==> config.mk <==
export PLATFORM = sky130hd
export DESIGN_NAME = eth_sd_sector_reader
export DESIGN_NICKNAME = d
export VERILOG_FILES = /design/src/rtl/eth_sd_sector_reader.sv
export SDC_FILE = /design/constraint.sdc
export NUM_CORES = 1
export LEC_CHECK = 0
export CAP_MARGIN = 10
export CELL_PAD_IN_SITES_DETAIL_PLACEMENT = 1
export CELL_PAD_IN_SITES_GLOBAL_PLACEMENT = 2
export CORE_MARGIN = 3
export CORE_UTILIZATION = 25
export CTS_BUF_LIST = sky130_fd_sc_hd__clkbuf_16
export DETAILED_ROUTE_END_ITERATION = 6
export DONT_BUFFER_PORTS = 1
export PLACE_DENSITY = 0.51
export SLEW_MARGIN = 25
export SYNTH_ARGS = -nofsm -noshare
export SYNTH_HDL_FRONTEND = slang
export SYNTH_SLANG_ARGS = --single-unit
==> constraint.sdc <==
create_clock -name rd_clk -period 2.7 [get_ports rd_clk]
set_input_delay 0.675 -clock rd_clk [delete_from_list [all_inputs] [get_ports rd_clk]]
set_output_delay 0.675 -clock rd_clk [all_outputs]
set_load 0.02 [all_outputs]
==> src/rtl/eth_sd_sector_reader.sv <==
// eth_sd_sector_reader: streams one SD sector of FIFO words per block write request, absorbing FIFO read latency in a 2-entry skid
// Ports: rd_clk/rd_rst_n clock and async active-low reset; enable gates new sectors; fifo_rd_* FIFO read side (data one
// cycle after fifo_rd_en); sd_wr_start/sd_wr_sec_addr/sd_wr_busy block request handshake; sd_wr_data/valid/ready/last
// sector stream; sector_cnt completed sectors; active high whenever not idle.
module eth_sd_sector_reader #(
  parameter int unsigned DATA_WIDTH       = 32,
  parameter int unsigned WORDS_PER_SECTOR = 128,
  parameter int unsigned LEVEL_WIDTH      = 11,
  parameter int unsigned ADDR_WIDTH       = 32,
  parameter int unsigned START_SECTOR     = 0
) (
  input  logic                   rd_clk,
  input  logic                   rd_rst_n,
  input  logic                   enable,
  output logic                   fifo_rd_en,
  input  logic [DATA_WIDTH-1:0]  fifo_rd_data,
  input  logic                   fifo_rd_empty,
  input  logic [LEVEL_WIDTH-1:0] fifo_rd_water_level,
  output logic                   sd_wr_start,
  output logic [ADDR_WIDTH-1:0]  sd_wr_sec_addr,
  input  logic                   sd_wr_busy,
  output logic [DATA_WIDTH-1:0]  sd_wr_data,
  output logic                   sd_wr_valid,
  input  logic                   sd_wr_ready,
  output logic                   sd_wr_last,
  output logic [ADDR_WIDTH-1:0]  sector_cnt,
  output logic                   active
);
  localparam int IW = $clog2(WORDS_PER_SECTOR) + 1;
  localparam logic [1:0] IDLE = 2'd0, REQ = 2'd1, STREAM = 2'd2, DONE = 2'd3;
  logic [1:0] state_q, state_d;
  logic [ADDR_WIDTH-1:0] addr_q, addr_d, cnt_q, cnt_d;
  logic [IW-1:0] issued_q, issued_d;
  logic inflight_q, inflight_last_q;
  logic [1:0] skid_cnt_q, skid_cnt_d, wi;
  logic [DATA_WIDTH-1:0] data0_q, data0_d, data1_q, data1_d;
  logic last0_q, last0_d, last1_q, last1_d;
  logic pop, push, rd_last;
  assign pop = (skid_cnt_q != 2'd0) && sd_wr_ready;
  assign push = inflight_q;
  assign rd_last = issued_q == IW'(WORDS_PER_SECTOR - 1);
  // A beat leaving this cycle frees a slot in time for a read issued now, which keeps 1 word/cycle without overflow
  assign fifo_rd_en = (state_q == STREAM) && !fifo_rd_empty && (issued_q < IW'(WORDS_PER_SECTOR))
                      && (({1'b0, skid_cnt_q} + 3'(inflight_q)) < (3'd2 + 3'(pop)));
  assign sd_wr_start = state_q == REQ;
  assign sd_wr_sec_addr = addr_q;
  assign sd_wr_data = data0_q;
  assign sd_wr_valid = skid_cnt_q != 2'd0;
  assign sd_wr_last = sd_wr_valid && last0_q;
  assign sector_cnt = cnt_q;
  assign active = state_q != IDLE;
  assign wi = skid_cnt_q - 2'(pop);
  always_comb begin
    state_d = state_q;
    addr_d = addr_q;
    cnt_d = cnt_q;
    issued_d = (state_q == STREAM) ? issued_q + IW'(fifo_rd_en) : '0;
    unique case (state_q)
      IDLE:    state_d = (enable && fifo_rd_water_level >= LEVEL_WIDTH'(WORDS_PER_SECTOR)) ? REQ : IDLE;
      REQ:     state_d = sd_wr_busy ? STREAM : REQ;
      STREAM:  state_d = (pop && last0_q) ? DONE : STREAM;
      default: if (!sd_wr_busy) begin
        state_d = IDLE;
        addr_d = addr_q + ADDR_WIDTH'(1);
        cnt_d = cnt_q + ADDR_WIDTH'(1);
      end
    endcase
  end
  // Skid: entry 0 is the head; a pop shifts entry 1 down, and the returning word lands at the first free slot
  always_comb begin
    data0_d = (pop && skid_cnt_q == 2'd2) ? data1_q : data0_q;
    last0_d = (pop && skid_cnt_q == 2'd2) ? last1_q : last0_q;
    data1_d = data1_q;
    last1_d = last1_q;
    if (push && wi == 2'd0) begin
      data0_d = fifo_rd_data;
      last0_d = inflight_last_q;
    end
    if (push && wi == 2'd1) begin
      data1_d = fifo_rd_data;
      last1_d = inflight_last_q;
    end
    skid_cnt_d = skid_cnt_q + 2'(push) - 2'(pop);
  end
  always_ff @(posedge rd_clk or negedge rd_rst_n) begin
    if (!rd_rst_n) begin
      state_q <= IDLE;
      addr_q <= ADDR_WIDTH'(START_SECTOR);
      cnt_q <= '0;
      issued_q <= '0;
      inflight_q <= 1'b0;
      inflight_last_q <= 1'b0;
      skid_cnt_q <= '0;
      data0_q <= '0;
      data1_q <= '0;
      last0_q <= 1'b0;
      last1_q <= 1'b0;
    end else begin
      state_q <= state_d;
      addr_q <= addr_d;
      cnt_q <= cnt_d;
      issued_q <= issued_d;
      inflight_q <= fifo_rd_en;
      inflight_last_q <= fifo_rd_en && rd_last;
      skid_cnt_q <= skid_cnt_d;
      data0_q <= data0_d;
      data1_q <= data1_d;
      last0_q <= last0_d;
      last1_q <= last1_d;
    end
  end
endmodule

; Word-level counts from Yosys, hierarchy flattened
; Cells that the tools add are included.
[totals]
register_bits = 144
latch_bits = 0
mem_bits_rw = 0
mem_bits_ro = 0
inputBits = 49
out_inout_bits = 101
word_cells = 59
memories = 0
[classes]
addsub = 8
mul = 0
div_mod_pow = 0
magnitude_cmp = 3
n_eq_ne = 6
shift = 0
mux = 10
bitwise_logic = 2
reduce_logical = 19
[op_table]
columns = op, n
row1 = 32-bit by 1-bit adder with 32-bit output (second input constant), 2
row2 = 32-bit 2-to-1 mux, 2
row3 = 11-bit by 8-bit >= comparator with 1-bit output (second input constant), 1
row4 = 1-bit logical AND, 11
row5 = 8-bit by 1-bit adder with 8-bit output, 1
row6 = 8-bit by 7-bit == test with 1-bit output (second input constant), 1
row7 = 8-bit less-than comparator (second input constant), 1
row8 = 8-bit 2-to-1 mux, 1
row9 = 2-bit one-hot mux with 3 select lines, 1
row10 = 2-bit nonzero test, 3
row11 = 2-bit by 1-bit == test with 1-bit output (second input constant), 2
row12 = 2-bit == test (second input constant), 2
row13 = 2-bit logical NOT, 2
row14 = 1-bit 2-to-1 mux, 4
row15 = 2-bit 2-to-1 mux, 2
row16 = 4-bit by 2-bit != test with 1-bit output (second input constant), 1
row17 = 2-bit by 1-bit subtractor with 2-bit output, 2
row18 = 2-bit by 1-bit adder with 3-bit output, 1
row19 = 2-bit by 1-bit adder with 3-bit output (first input constant), 1
row20 = 3-bit less-than comparator, 1
row21 = 3-bit OR reduction, 1
row22 = 2-bit by 1-bit adder with 2-bit output, 1
row23 = 1-bit NOT, 2
row24 = 2-bit AND reduction, 1
row25 = 1-bit logical NOT, 1

; Longest topological paths before layout
[logic_depth]
depth_word = 7
depth_mapped = 10
ltp_nobuf = 9

; Least setup slack after synthesis
; OpenSTA, ideal clock, no wires.
[synth_timing]
kind = register -> register
startpoint = register inflight_q
endpoint = register issued_q[4]
arrival_time_ns = 2.244
path_slack_ns = 0.337
path_stages_with_launch = 10
synth_period_minus_slack_ns = 2.363
path_cell_list = dfrtp_1 ha_1 ha_1 or4_1 a21oi_2 ha_1 ha_1 nand3_1 xor2_1 nor2_1
[synth_between]
elab_chain_len = 5
[synth_lines]
columns = element, line
row1 = from (decl), 34  ; logic inflight_q, inflight_last_q;
row2 = from (signal assigned), 103  ; inflight_q <= fifo_rd_en;
row3 = 2-bit by 1-bit adder with 3-bit output, 44  ; && (({1'b0, skid_cnt_q} + 3'(inflight_q)) < (3'd2 + 3'(pop)));
row4 = 3-bit less-than comparator, 44
row5 = 1-bit logical AND, 44
row6 = via fifo_rd_en, 15  ; output logic fifo_rd_en,
row7 = 8-bit by 1-bit adder with 8-bit output, 57  ; issued_d = (state_q == STREAM) ? issued_q + IW'(fifo_rd_en) : '0;
row8 = 8-bit 2-to-1 mux, 57
row9 = via issued_d[4], 33  ; logic [IW-1:0] issued_q, issued_d;
row10 = to (signal assigned), 102  ; issued_q <= issued_d;
row11 = to (decl), 33
; The timed path passes the listed nets, and every way through them passes these cells.
; A chain may end at the register's enable or synchronous reset.

; Worst setup path in the final report
[layout_timing]
startpoint = register inflight_q
endpoint = output fifo_rd_en
[layout_between]
elab_chain_len = 3
[layout_lines]
columns = element, line
row1 = 2-bit by 1-bit adder with 3-bit output, 44
row2 = 3-bit less-than comparator, 44
row3 = 1-bit logical AND, 44
row4 = to (decl), 15
; Every way passes these cells.

==> metrics <==
status finished, violations left; failing checks hold timing; First-pass DRT Iterations 4; PortBufs 0; period utilisation layout 96.6%; worst reg2reg endpoint issued_q[4]; final hold violation count 144; Setup crit end kind primary output; Logic pwr share 20.4%; synthesized area per cell 11.8 um^2; max-slew violations 0; crit path DAT 1.93 ns; Clock transition at path regs 0.06 ns; via count of the first global-routing pass 4725; Compound-Gate Fraction of Synth Area 3.05%; die area 28300 um^2; Cell Area, Synth 6570 um^2; sw power 2.46 mW; routed vias 4314; Skew-Pair Late Insertion Delay 0.42 ns; routed wire length 16.9 mm; I/O pin cnt 150; part of the Yosys area used for sequential elements 54.8%; GPL Wtd Cong 0.699; Slew @ Worst Pin 0.566 ns; Worst Path Max Fanout 3; Max-Cap Viols 0; CTS H-tree depth 4; Startpoint Class flop; Initial Utilization 25.8%; Final HPWL DP 11.8 mm; DRC 0; FF-to-FF Start inflight_q; Synth Register Bits 144; Lkg Pwr 3.57 nW; RSZ-0062 raised after global routing false; P_int 4.62 mW; CTS Buf Count 17; Sequential Power Share 48.0%; Setup CP Type reg2out; placed cells 880; area grow syn2layout 16.0%; Netlist cell types 46; Sink Count 144; DR WL/cell 18.5 um; CORE AREA 25500 um^2; Clock Power Share 31.6%; first-pass GRT wire length 27.2 mm; DRT iter0 DRCs 115; Via density 4.70; Post-layout nets 631; Die Width 168 um; f_max 0.383 GHz; Net Sw Frac 34.8%; syn nets 616; flop2flop setup slack 0.17 ns; Synthesis Warnings 0; total global routing overflow 0; Final min period 2.61 ns; largest family of logic cells by synthesized area simple AND/OR/NAND/NOR gates; Core Rows 58; worst rel slew slack 62.0%; Antenna diodes 0; prevailing post-synth register cell dfrtp_1; WHS -0.0470 ns; clock skew 0.0134 ns; mux cell area share after synthesis 10.7%; CTS tree built; HP Class in2async; proportion of layout cells with a drive suffix above 1 19.4%; Pwr Density 929 nW/um^2; Gate Count Post-Synth 559; Bufs on Longest Clock Path 2; chip height 168 um; simple-gate share of the synthesized area 18.5%; # setup viols final 0; largest net degree at the start of global routing 145; Worst Reg-to-Reg Cells 12; EDFF count, synth 0; TNS Setup 0 ns; initial antenna violation count 0; XOR/XNOR Fraction of Synth Area 9.33%; root buf cell clkbuf_16; adder-cell share of the synthesized area 1.52%; final non-filler cell total 917; Async SR Flop Fraction 100%; GRT Resource Usage Total 12.2%; Post-DRT Antenna Nets 0; VDD IR max 0.291 mV; WP data required 2.03 ns
==> cells by family after synthesis <==
| kind of cell | count (synthesis) |
|---|---|
| flops | 144 |
| xor+xnor | 70 |
| fa+ha+maj | 8 |
| compound gates | 38 |
| simple gates | 205 |
| buf+inv | 28 |
| mux | 66 |
==> repair_timing <==
item                                    CTS  global route
buffers inserted                          5             0
hold endpoints to repair                144           144
gates resized for setup                   1             5
endpoints found under the setup margin    1             3
==> cells in the final DEF (no fill, tap or decap), types with 3 or more instances in the layout <==
master | netlist | final
clkbuf_16 | 0 | 17
a21oi_1 | 34 | 34
clkinv_4 | 0 | 3
nand2_1 | 37 | 37
and3_1 | 8 | 8
nor3_2 | 6 | 6
dfrtp_1 | 144 | 144
inv_6 | 0 | 4
clkinvlp_4 | 0 | 3
nand3_1 | 22 | 19
nor4_1 | 10 | 10
and4_1 | 8 | 8
inv_1 | 9 | 9
nand4b_1 | 3 | 3
ha_2 | 0 | 3
nor2_1 | 52 | 52
mux2_2 | 33 | 33
nor3_1 | 4 | 4
xor2_1 | 28 | 28
buf_12 | 0 | 3
and2_1 | 5 | 5
buf_4 | 2 | 11
mux2i_1 | 33 | 33
nand4_1 | 22 | 22
nand3_2 | 2 | 5
inv_8 | 0 | 3
nor4_2 | 4 | 4
xnor2_1 | 42 | 42
ha_1 | 8 | 5
==> state kept, by name, indices dropped and copies added (netlist names), 2 cells and up <==
signal          cells
sector_cnt         32
skid_cnt_q          2
data1_q            32
issued_q            8
state_q             2
sd_wr_sec_addr     32
sd_wr_data         32
==> final cells by class <==
class                      count  area, um^2
clock buffer                  17         425
clock inverter                15         126
fill                        2752       17800
inverter                       9        33.8
multi-input combinational    387        2870
sequential                   144        3600
tap                          330         413
timing repair buffer          15         154
==> metrics by stage <==
| stage | utilization, % | setup slack (ns) | area (um^2) | hold slack [ns] | total power [mW] |
|---|---|---|---|---|---|
| 5_1_grt | 29.9 | 0.00262 | 7620 | -0.0878 | 7.55 |
| 6_report | 29.9 | 0.0914 | 7620 | -0.0470 | 7.08 |
| 3_3_place_gp | 27.5 | 0.340 | 7010 | 0.388 | 4.77 |
| 4_1_cts | 29.9 | 0.0271 | 7600 | -0.0755 | 7.23 |
| 3_5_place_dp | 27.5 | 0.323 | 7010 | 0.386 | 4.89 |
| 2_1_floorplan | - | 0.337 | 6570 | 0.379 | 4.39 |
==> worst max-delay path by stage <==
stage                          start          end  slack [ns]  cells past startpoint
after floorplan           inflight_q  issued_q[4]        0.34                      9
after global placement    inflight_q  issued_q[4]        0.34                      9
after CTS                 inflight_q   fifo_rd_en        0.03                      5
final                     inflight_q   fifo_rd_en        0.09                      5
after global routing      inflight_q   fifo_rd_en       0.003                      5
after detailed placement  inflight_q  issued_q[4]        0.32                      9
==> per-layer routing <==
layer  global-route usage [%]  vias to the layer above  part of all wire [%]  routed length [um]
met4                     3.49                        0                  0.98                 166
li1                         -                     2001                     -                   -
met2                     19.9                      108                    48                8180
met1                     14.3                     2194                    41                7010
met5                        0                        -                     0                   0
met3                     5.78                       11                   9.3                1570
==> critical path: stages, from the launching register on <==
cell and delay, ns:
dfrtp_1 0.38, ha_2 0.19, ha_2 0.16, or4_4 0.49, a21oi_4 0.15, buf_6 0.15
==> synthesized netlist by cell type, types with 9 or more instances <==
library cell  instances  area, um^2
a21oi_1              34         170
buf_2                11        55.1
dfrtp_1             144        3600
inv_1                 9        33.8
mux2_2               33         372
mux2i_1              33         330
nand2_1              37         139
nand3_1              22         110
nand4_1              22         138
nor2_1               52         195
nor4_1               10        62.6
xnor2_1              42         368
xor2_1               28         245
==> power groups by stage <==
| stage | combinational, mW | sequential (mW) | clock [mW] |
|---|---|---|---|
| floorplan | 1.06 | 3.33 | 0 |
| global placement | 1.35 | 3.42 | 0 |
| detailed placement | 1.43 | 3.46 | 0 |
| CTS | 1.47 | 3.41 | 2.34 |
| global route | 1.64 | 3.47 | 2.44 |
| finish | 1.44 | 3.40 | 2.24 |
No activity file was read; power rests on OpenSTA's default activity.
